[config.mk]
export PLATFORM = sky130hd
export DESIGN_NAME = alu_mul_sequencer
export DESIGN_NICKNAME = d
export VERILOG_FILES = /design/src/rtl/alu_mul_sequencer.sv
export SDC_FILE = /design/constraint.sdc
export NUM_CORES = 1
export LEC_CHECK = 0
export BUFFER_PORTS_ARGS = -buffer_cell sky130_fd_sc_hd__buf_2
export CELL_PAD_IN_SITES_DETAIL_PLACEMENT = 0
export CELL_PAD_IN_SITES_GLOBAL_PLACEMENT = 1
export CORE_ASPECT_RATIO = 1.1
export CORE_MARGIN = 2
export CORE_UTILIZATION = 41
export CTS_CLUSTER_SIZE = 24
export DETAILED_ROUTE_END_ITERATION = 10
export PLACE_DENSITY = 0.95
export SYNTH_ARGS = -nofsm -noshare
export SYNTH_HDL_FRONTEND = slang
export SYNTH_SLANG_ARGS = --single-unit
[constraint.sdc]
create_clock -name clk -period 2.7 [get_ports clk]
set_input_delay 0.675 -clock clk [delete_from_list [all_inputs] [get_ports clk]]
set_output_delay 0.675 -clock clk [all_outputs]
set_load 0.1 [all_outputs]
[src/rtl/alu_mul_sequencer.sv]
// Iterative shift-and-add multiplier that drives the shared ALU with ADDs for up to XLEN cycles.
// Optional MUL_EARLY_EXIT_EN: stop once the remaining multiplier bits are all zero.
`ifndef ALU_ADD
`define ALU_ADD 3'b000
`endif

module alu_mul_sequencer #(
  parameter int XLEN = 64
) (
  input  logic            clk,
  input  logic            rst_n,
  input  logic            start,
  input  logic [XLEN-1:0] op_a,
  input  logic [XLEN-1:0] op_b,
  output logic            busy,
  output logic            done,
  output logic [XLEN-1:0] product,
  output logic [XLEN-1:0] alu_a,
  output logic [XLEN-1:0] alu_b,
  output logic [2:0]      alu_control,
  input  logic [XLEN-1:0] alu_result
);

  // state  | meaning
  // S_IDLE | waiting for start
  // S_RUN  | one add/shift iteration per cycle, ALU borrowed
  // S_DONE | product valid, done pulse; start accepted here too
  localparam int CNT_W = $clog2(XLEN) + 1;
  localparam logic [CNT_W-1:0] LAST_CNT = CNT_W'(XLEN - 1);

  typedef enum logic [1:0] {S_IDLE, S_RUN, S_DONE} state_t;

  state_t            state_q, state_d;
  logic [XLEN-1:0]   acc_q, acc_d;
  logic [XLEN-1:0]   mcand_q, mcand_d;
  logic [XLEN-1:0]   mplier_q, mplier_d;
  logic [CNT_W-1:0]  cnt_q, cnt_d;
  logic [XLEN-1:0]   product_q, product_d;
  logic              last_iter;

  always_ff @(posedge clk or negedge rst_n) begin
    if (!rst_n) begin
      state_q   <= S_IDLE;
      acc_q     <= '0;
      mcand_q   <= '0;
      mplier_q  <= '0;
      cnt_q     <= '0;
      product_q <= '0;
    end else begin
      state_q   <= state_d;
      acc_q     <= acc_d;
      mcand_q   <= mcand_d;
      mplier_q  <= mplier_d;
      cnt_q     <= cnt_d;
      product_q <= product_d;
    end
  end

  always_comb begin
    state_d   = state_q;
    acc_d     = acc_q;
    mcand_d   = mcand_q;
    mplier_d  = mplier_q;
    cnt_d     = cnt_q;
    product_d = product_q;
    alu_a     = '0;
    alu_b     = '0;
    last_iter = 1'b0;
    case (state_q)
      S_IDLE, S_DONE: begin
        if (start) begin
          acc_d    = '0;
          mcand_d  = op_a;
          mplier_d = op_b;
          cnt_d    = '0;
          state_d  = S_RUN;
`ifdef MUL_EARLY_EXIT_EN
          if (op_b == '0) begin
            product_d = '0;
            state_d   = S_DONE;
          end
`endif
        end else if (state_q == S_DONE) begin
          state_d = S_IDLE;
        end
      end
      S_RUN: begin
        alu_a    = acc_q;
        alu_b    = mplier_q[0] ? mcand_q : '0;
        acc_d    = alu_result;
        mcand_d  = mcand_q << 1;
        mplier_d = mplier_q >> 1;
        cnt_d    = cnt_q + CNT_W'(1);
`ifdef MUL_EARLY_EXIT_EN
        last_iter = (cnt_q == LAST_CNT) || (mplier_d == '0);
`else
        last_iter = (cnt_q == LAST_CNT);
`endif
        if (last_iter) begin
          product_d = alu_result;
          state_d   = S_DONE;
        end
      end
      default: state_d = S_IDLE;
    endcase
  end

  assign busy        = (state_q == S_RUN);
  assign done        = (state_q == S_DONE);
  assign product     = product_q;
  assign alu_control = `ALU_ADD;

endmodule
==> impl_metrics.py <==
metrics = {
    "outcome": {
        "status": "completed",
    },
    "routing": {
        "wl_um": 35430,
        "wl_per_cell_um": 19.96,
        "drt_iter0_markers": 892,
        "antenna_left": 0,
        "drc": 0,
        "via_count": 9757,
        "dr.pass1.iters": 7,
        "routed_via_density": 5.497,
    },
    "placement": {
        "port_buffers": 388,
        "dpl.hpwl_um": 23130,
        "place_ws_ps": 420.7,
        "gp_congestion": 0.8408,
    },
    "cells_and_area": {
        "drive_gt1_frac": 0.4264,
        "syn_to_final_growth_pct": 48.30,
        "fin_util": 0.6151,
        "layout_common_cells": "264 x dfrtp_1, 258 x buf_2, 137 x buf_12",
        "final_nets": 1579,
        "mostFrequentLayoutCell": "dfrtp_1",
    },
    "synth": {
        "ys_seq_area_frac": 0.5770,
        "synth_area_leader_cell": "dfrtp_1",
        "ys_warn_count": 0,
        "synth_edf_count": 0,
        "synth_top_area_frac": 0.5770,
        "syn_inst": 1037,
        "async_flop_share": 1.000,
        "synth_cell_type_count": 29,
        "synth_flop_cell": "dfrtp_1",
        "synth-seq-cells": 265,
        "synthTopCellsByArea": "dfrtp_1 58%, a22o_1 5.1%, mux2_4 5.0%",
        "synth.cell_area_um2": 11490,
        "synth_area_per_cell_um2": 11.08,
    },
    "setup_path": {
        "critPathCaptureType": "output pin",
        "crit_path_start_kind": "flip-flop",
        "cp_data_arrival_time_ps": 1970,
        "critPathMaxFanout": 60,
        "cp.required_ps": 2030,
        "path_class": "reg2out",
    },
    "timing": {
        "finalHoldViolCount": 0,
        "period_share": 0.9811,
        "fin_skew_ps": 20.59,
        "rsz0062_at_grt": "true",
        "fin_ws_ps": 51.10,
        "slew_headroom": 0.2430,
        "fin_crit_ps": 2649,
        "worstMarginPinSlew_ps": 1135,
        "fmax_mhz": 377.5,
        "report.final.slew_viol_count": 0,
        "setup_viol": 0,
    },
    "floorplanning": {
        "initial_core_util": 0.4148,
        "die_area_um2": 29390,
        "die_h_um": 179.6,
        "rows": 64,
        "design.core.area_um2": 27710,
        "io_pins": 392,
        "die_w_um": 163.6,
    },
    "global_routing": {
        "use_met3": 0.04176,
        "overflow": 0,
        "grt_use_total": 0.2346,
        "grt_util_met2": 0.3844,
        "grt_pass1_vias": 10060,
        "grt_most_used_layer": "met2",
        "grt_max_degree": 113,
        "use_met1": 0.3085,
        "antenna_found_initial": 7,
        "grt_pass1_wl_um": 55740,
    },
    "clock_tree": {
        "cts_setup_buffers": 0,
        "root_buffer": "clkbuf_16",
        "worstSkewPairLatency_ps": 560,
        "numCtsBuffers": 30,
        "cts_tree": "built",
        "clock_sinks": 265,
        "clkTransAtPathRegs_ps": 60,
        "postCtsHoldBufs": 0,
        "clk_path_buf_depth": 3,
        "h-tree-depth": 1,
    },
    "power_and_ir_drop": {
        "p_per_area_nw_per_um2": 591.1,
        "irDropWorstVdd_uv": 634.9,
        "p_leak_nw": 8.379,
    },
    "job": {
        "cap_violations": 0,
    },
    "min_path": {
        "min_path_type": "in2async",
    },
}
## final timing paths
check	start	endpoint	slack, ps	depth (start not counted)
worst max-delay path	state_q[0]	alu_b[18]	50	5
worst min-delay path	rst_n	acc_q[15]	80	1
worst max register to register	state_q[0]	mplier_q[44]	350	5
worst min register to register	acc_q[63]	acc_q[63]	490	1
max in group asynchronous	rst_n	state_q[0]	1840	2
min in group clk	op_a[0]	mcand_q[0]	340	2
## sequential cells by signal, indices dropped and copies added, names as in the netlist
| register | flops |
|---|---|
| acc_q | 64 |
| mplier_q | 64 |
| product | 64 |
| mcand_q | 64 |
| cnt_q | 7 |
| state_q | 2 |
## Yosys cell counts, types with 2 or more instances
cell,instances
nor2_1,64
mux2_4,38
dfrtp_1,265
buf_4,3
nand3_1,67
nand2_1,67
a22o_1,67
o22ai_1,63
a22oi_1,63
buf_2,7
buf_6,5
buf_1,5
nand2b_1,2
o21ai_0,3
mux2_2,27
clkbuf_1,83
nor3_1,67
mux2i_1,2
nor2b_1,2
and2_1,64
and3_1,65
## timing repair
action	in CTS	in global routing
cloned	0	2
setup endpoints to repair	71	81
gates resized for setup	7	3
endpoints found under the hold margin	0	0
## power by group
part	switching (W)	leakage (nW)	internal [W]
Combinational	0.00103	4.49	0.000458
Clock	0.00164	0.534	0.00279
Sequential	0.0000662	3.35	0.00408
## worst max-delay path: stages (launching register included)
cell and delay, ps:
dfrtp_2 450, nand2b_4 120, clkinv_8 140, buf_16 230, and3_2 270, buf_12 170
## routing by layer
layer	routed length, um	share of wire
met1	14360	0.41
met3	2093	0.059
met4	1368	0.039
met2	17580	0.50
met5	27	0.00076
## cells by family after synthesis
group | Yosys count | synth area share
AO/OA/AOI/OAI | 199 | 0.1299
adder cells (fa/ha/maj) | 1 | 0.001089
buffers and inverters | 105 | 0.03930
flip-flops | 265 | 0.5770
multiplexers | 67 | 0.07784
other | 1 | 0.0003263
AND/OR/NAND/NOR | 399 | 0.1745
## area by class of cell
cell class | instances | area (um2)
repair buffers | 415 | 4287
diodes | 5 | 12.51
inverters | 2 | 20.02
multi-input cells | 669 | 4534
well taps | 363 | 454.2
clock inverters | 10 | 191.4
clock buffers | 46 | 910.9
fillers | 2126 | 10660
flip-flops and latches | 265 | 6633
## metrics by stage
stage / total power (W) / hold slack, ps / setup TNS (ps) / instance area [um2] / cells
after floorplan: 0.005112 / 379.4 / 0 / 11570 / 1039
after global placement: 0.005683 / 468.8 / 0 / 15840 / 1712
after detailed placement: 0.005705 / 473.4 / 0 / 15840 / 1712
after CTS: 0.01018 / 76.79 / -4.553 / 16960 / 1768
after global routing: 0.01040 / 97.59 / -231.0 / 17040 / 1774
final: 0.01007 / 80.32 / 0 / 17040 / 1775
(Power assumes the default switching activity.)
